### config.mk
export PLATFORM = sky130hd
export DESIGN_NAME = nibble_serial_subtractor
export DESIGN_NICKNAME = d
export VERILOG_FILES = /design/src/rtl/nibble_serial_subtractor_pkg.sv /design/src/rtl/nibble_serial_subtractor_borrow_skip4.sv /design/src/rtl/nibble_serial_subtractor.sv
export SDC_FILE = /design/constraint.sdc
export NUM_CORES = 1
export LEC_CHECK = 0
export ABC_AREA = 1
export BUFFER_PORTS_ARGS = -buffer_cell sky130_fd_sc_hd__buf_4
export CAP_MARGIN = 20
export CELL_PAD_IN_SITES_DETAIL_PLACEMENT = 1
export CELL_PAD_IN_SITES_GLOBAL_PLACEMENT = 1
export CORE_MARGIN = 1
export CORE_UTILIZATION = 35
export DETAILED_ROUTE_END_ITERATION = 10
export PLACE_DENSITY = 0.78
export RECOVER_POWER = 25
export SLEW_MARGIN = 20
export SYNTH_ARGS = -nofsm -noshare
export SYNTH_HDL_FRONTEND = slang
export SYNTH_SLANG_ARGS = --single-unit
### constraint.sdc
create_clock -name clk -period 5.65 [get_ports clk]
set_input_delay 0.565 -clock clk [delete_from_list [all_inputs] [get_ports clk]]
set_output_delay 0.565 -clock clk [all_outputs]
set_load 0.01 [all_outputs]
### src/rtl/nibble_serial_subtractor_pkg.sv
// Shared types and constants for the nibble-serial subtractor.
package nibble_serial_subtractor_pkg;

    localparam int unsigned NIB_W = 4;

    typedef enum logic [1:0] {
        IDLE = 2'd0,
        RUN  = 2'd1,
        DONE = 2'd2
    } state_e;

    // Nibble index width; a single-nibble datapath still needs one bit.
    function automatic int unsigned idx_w(input int unsigned nibs);
        return (nibs <= 1) ? 1 : $clog2(nibs);
    endfunction

endpackage

### src/rtl/nibble_serial_subtractor_borrow_skip4.sv
// One 4-bit subtract slice: ripple borrow chain plus a skip bypass when all bit pairs match.
module nibble_borrow_skip4
    import nibble_serial_subtractor_pkg::*;
(
    input  logic [NIB_W-1:0] a,
    input  logic [NIB_W-1:0] b,
    input  logic             bin,
    output logic [NIB_W-1:0] d,
    output logic             bout,
    output logic             p
);

    logic ripple_c;

    always_comb begin
        d        = '0;
        ripple_c = bin;
        for (int i = 0; i < int'(NIB_W); i++) begin
            d[i]     = a[i] ^ b[i] ^ ripple_c;
            ripple_c = (~a[i] & b[i]) | (~(a[i] ^ b[i]) & ripple_c);
        end
    end

    // Equal operands leave the incoming borrow untouched, so it can bypass the chain.
    assign p    = &(~(a ^ b));
    assign bout = p ? bin : ripple_c;

endmodule

### src/rtl/nibble_serial_subtractor.sv
// Multi-cycle a - b - bin, one nibble per clock LSB first, with valid/ready on both sides.
module nibble_serial_subtractor
    import nibble_serial_subtractor_pkg::*;
#(
    parameter int unsigned WIDTH = 8
) (
    input  logic             clk,
    input  logic             rst,
    input  logic             in_valid,
    output logic             in_ready,
    input  logic [WIDTH-1:0] a,
    input  logic [WIDTH-1:0] b,
    input  logic             bin,
    output logic             out_valid,
    input  logic             out_ready,
    output logic [WIDTH-1:0] diff,
    output logic             borrow_out,
    output logic             ovf
);

    localparam int unsigned NIBS  = WIDTH / NIB_W;
    localparam int unsigned IDX_W = idx_w(NIBS);

    state_e             state_q, state_d;
    logic [WIDTH-1:0]   a_q, a_d;
    logic [WIDTH-1:0]   b_q, b_d;
    logic               br_q, br_d;
    logic [IDX_W-1:0]   idx_q, idx_d;
    logic [WIDTH-1:0]   wdiff_q, wdiff_d;
    logic [WIDTH-1:0]   diff_q, diff_d;
    logic               borrow_q, borrow_d;
    logic               ovf_q, ovf_d;
    logic               in_ready_q, in_ready_d;
    logic               out_valid_q, out_valid_d;

    logic [NIB_W-1:0]   a_nib, b_nib, nib_d;
    logic               nib_bout, nib_p;

    // Working operands shift right so the active nibble is always the low one.
    assign a_nib = a_q[NIB_W-1:0];
    assign b_nib = b_q[NIB_W-1:0];

    nibble_borrow_skip4 u_nib (
        .a    (a_nib),
        .b    (b_nib),
        .bin  (br_q),
        .d    (nib_d),
        .bout (nib_bout),
        .p    (nib_p)
    );

    // A skipped nibble has equal operands, so every difference bit is the incoming borrow.
    always_comb begin
        if (state_q == RUN && nib_p) begin
            assert (nib_d == {NIB_W{br_q}});
        end
    end

    always_ff @(posedge clk or posedge rst) begin
        if (rst) begin
            state_q     <= IDLE;
            a_q         <= '0;
            b_q         <= '0;
            br_q        <= 1'b0;
            idx_q       <= '0;
            wdiff_q     <= '0;
            diff_q      <= '0;
            borrow_q    <= 1'b0;
            ovf_q       <= 1'b0;
            in_ready_q  <= 1'b1;
            out_valid_q <= 1'b0;
        end else begin
            state_q     <= state_d;
            a_q         <= a_d;
            b_q         <= b_d;
            br_q        <= br_d;
            idx_q       <= idx_d;
            wdiff_q     <= wdiff_d;
            diff_q      <= diff_d;
            borrow_q    <= borrow_d;
            ovf_q       <= ovf_d;
            in_ready_q  <= in_ready_d;
            out_valid_q <= out_valid_d;
        end
    end

    always_comb begin
        state_d  = state_q;
        a_d      = a_q;
        b_d      = b_q;
        br_d     = br_q;
        idx_d    = idx_q;
        wdiff_d  = wdiff_q;
        diff_d   = diff_q;
        borrow_d = borrow_q;
        ovf_d    = ovf_q;

        case (state_q)
            IDLE: begin
                if (in_valid) begin
                    a_d     = a;
                    b_d     = b;
                    br_d    = bin;
                    idx_d   = '0;
                    wdiff_d = '0;
                    state_d = RUN;
                end
            end
            RUN: begin
                a_d     = a_q >> NIB_W;
                b_d     = b_q >> NIB_W;
                br_d    = nib_bout;
                idx_d   = idx_q + IDX_W'(1);
                // New nibble enters at the top; after NIBS steps it lands in place.
                wdiff_d = (wdiff_q >> NIB_W) | (WIDTH'(nib_d) << (WIDTH - NIB_W));
                if (idx_q == IDX_W'(NIBS - 1)) begin
                    diff_d   = wdiff_d;
                    borrow_d = nib_bout;
                    ovf_d    = (a_nib[NIB_W-1] != b_nib[NIB_W-1]) &&
                               (nib_d[NIB_W-1] != a_nib[NIB_W-1]);
                    state_d  = DONE;
                end
            end
            DONE: begin
                if (out_ready) begin
                    state_d = IDLE;
                end
            end
            default: state_d = IDLE;
        endcase

        in_ready_d  = (state_d == IDLE);
        out_valid_d = (state_d == DONE);
    end

    assign in_ready   = in_ready_q;
    assign out_valid  = out_valid_q;
    assign diff       = diff_q;
    assign borrow_out = borrow_q;
    assign ovf        = ovf_q;

endmodule

==> results_dict.tcl <==
set metrics [dict create \
    drt-vias-per-instance 4.96 \
    drive_above_1_share_pct 24.7 \
    yosys.area_share.adder_pct 8.00 \
    cts_num_sinks 36 \
    final_cells 246 \
    hpwl_mm 2.42 \
    dieArea_um2 4920 \
    path_max_fanout 3 \
    crit_type "flip-flop to flip-flop" \
    synth_seq_cells 36 \
    path_cells "inv_1 -> fa_1 -> inv_1 -> fa_1 -> fa_1 -> inv_1 -> fa_1 -> xnor2_1 -> nand2_1 -> o21ai_0" \
    pin_count 33 \
    finalCritPeriodShare_pct 43.6 \
    start_kind "flip-flop" \
    met1_length_mm 1.46 \
    syn_to_final_growth_pct 21.5 \
    grt.overflow.total 0 \
    antenna_found_initial 0 \
    holdWs_ns 0.469 \
    ys_seq_area_share_pct 55.5 \
    crit_arrival_ns 2.67 \
    worst_path_dominant_cell_family "adder cells" \
    critPathCaptureType "flip-flop" \
    antennaDiodeCount 0 \
    synthesis.nets 187 \
    numCtsBuffers 5 \
    synth_xor_area_share_pct 0.538 \
    status "finished, violations left" \
    ys_warn_count 0 \
    syn-cell-area_um2 1630 \
    clockBufferDepth 2 \
    synth-simple-area-share_pct 13.3 \
    worst_slack_ns 3.19 \
    maxUsedRoutingLayer "met4" \
    violations "max-capacitance violations, max-slew violations" \
    grt_max_degree 37 \
    p_leak_nw 0.988 \
    port-buffer-count 32 \
    path_clk_slew_ns 0.07 \
    relSlewSlack_pct -27.3 \
    finalSetupViolations 0 \
    hp-class "primary input to flip-flop" \
    synth_top_family_by_area "compound AO/OA/AOI/OAI gates" \
    powerDensity_nw_per_um2 629 \
    cts_resized 0 \
    peakVddDrop_mv 0.200 \
    hold_buffers 0 \
    fmaxAchievable_mhz 406 \
    die_w_um 70.2 \
    period_minus_slack_ns 2.46 \
    die_h_um 70.2 \
    drtIter0Drc 44 \
    worst_path_largest_cell_delay_ns 0.46 \
    wl_met2_mm 1.61 \
    h-tree-depth 2 \
    dp_slack_ns 3.20 \
    ant_nets 0 \
    dp.cells 238 \
    num_rows 24 \
    avgSynthCellArea_um2 10.3 \
    worst_clock_skew_ns 0.00403 \
    synth-compound-area-share_pct 14.8 \
    initial_core_util_pct 36.8 \
    nets 222 \
    drt_pass1_iterations 4 \
    worst_slew_pin_slew_ns 1.91 \
    clock_tree.root_cell "clkbuf_8" \
    cpMostUsedCell "fa_1" \
    n_fill_cell 509 \
    cpMaxStageDelayCell "fa_1" \
    routed_wl_mm 3.33 \
    grt_pass1_vias 1252 \
    crit_buf_inv 3 \
    cp.required_ns 5.86 \
    drv_slew 37 \
    remaining_drc_errors 0 \
    synthMuxAreaShare_pct 0 \
    postCtsSetupBuffers 0 \
    dr_wl_met3_um 176 \
    wl_per_cell_um 13.5 \
    rsz0062_at_grt "false" \
    syn_inst 158 \
    vias 1219 \
    track_usage_pct 15.1 \
    maxCapViolations 1 \
    tns_ns 0 \
    grt_pass1_wl_mm 5.62 \
    gp_congestion 0.750 \
    hold_viol 0 \
    ys_types 21 \
    clk_latency_ns 0.28 \
    tritoncts "yes" \
    core_area_um2 4410 \
]
where the power goes:
part / total [W] / switching [W] / internal (W)
combinational: 0.000597 / 0.000355 / 0.000243
sequential: 0.000460 / 0.0000769 / 0.000383
clock: 0.000185 / 0.0000857 / 0.0000994
total: 0.00124 / 0.000517 / 0.000725
flip-flops by register name (all words and copies together), names as in the netlist:
| name | count |
|---|---|
| in_ready | 1 |
| a_q | 8 |
| state_q | 2 |
| wdiff_q | 4 |
| out_valid | 1 |
| ovf | 1 |
| borrow_out | 1 |
| b_q | 8 |
| idx_q | 1 |
| diff | 8 |
| br_q | 1 |
worst register-to-register path, cell delays in order (launching register included):
cell	delay, ns
dfrtp_1	0.36
inv_1	0.11
fa_1	0.21
inv_1	0.06
fa_1	0.38
fa_1	0.37
inv_1	0.08
fa_1	0.46
xnor2_1	0.16
nand2_1	0.07
o21ai_0	0.14
placed cells by master (no fill, tap or decap):
cell type / n
dfrtp_1: 35
buf_4: 31
nand2_1: 30
inv_1: 17
o21ai_0: 13
nor2_1: 11
o22ai_1: 11
o21ai_1: 8
a22o_1: 6
clkbuf_8: 6
fa_1: 4
ha_1: 4
clkbuf_1: 3
inv_2: 2
nand2_4: 2
nor2_4: 2
nor2_2: 2
o31ai_1: 2
inv_4: 1
xnor2_1: 1
nand3_1: 1
dfstp_2: 1
clkbuf_4: 1
final timing paths:
kind	endpoint	start	cells after the start	slack (ns)
max reg2reg	ovf	a_q[0]	10	3.19
min	out_valid	out_ready	2	0.47
max	ovf	a_q[0]	10	3.19
min reg2reg	b_q[7]	b_q[7]	2	0.48
min in group asynchronous	diff[6]	rst	3	0.97
max in group asynchronous	b_q[5]	rst	3	3.59
metrics by stage:
stage | util (%) | total power [W] | instance area [um^2]
floorplan | - | 0.000898 | 1630
global placement | 42.8 | 0.00104 | 1890
detailed placement | 42.8 | 0.00107 | 1890
CTS | 44.8 | 0.00127 | 1980
global route | 44.8 | 0.00136 | 1980
finish | 44.8 | 0.00124 | 1980
cell type report:
cell class              count  area (um^2)  area share (%)
well taps                  52         65.1            3.29
flip-flops and latches     36          902            45.7
inverters                  20         77.6            3.93
multi-input cells          97          597            30.2
clock buffers               8         90.1            4.56
repair buffers             33          244            12.3
routing by layer:
metal,track usage [%],vias up
li1,-,585
met3,4.62,8
met5,0,-
met1,17.6,593
met4,6.89,0
met2,25.4,33
Yosys cell counts:
master	number	area share, %
fa_1	4	4.9
nor2_4	2	1.4
inv_4	1	0.38
nand2_1	30	6.9
a22o_1	6	3.2
buf_2	1	0.31
o22ai_1	11	4.2
nor2_1	11	2.5
ha_1	4	3.1
nor2_2	2	0.77
nand2_4	2	1.4
inv_2	2	0.46
o31ai_1	2	0.92
xnor2_1	1	0.54
nand3_1	1	0.31
inv_1	17	3.9
dfstp_2	1	1.6
buf_6	4	2.8
o21ai_1	8	2.5
o21ai_0	13	4.0
dfrtp_1	35	54
cell families after synthesis:
kind of cell	Yosys count
xor gates and xnor gates	1
AOI/OAI and AO/OA	40
and+or+nand+nor	48
adders and majority gates	8
buffers and inverters	25
DFF	36
Power figures use the tool's default switching activity.
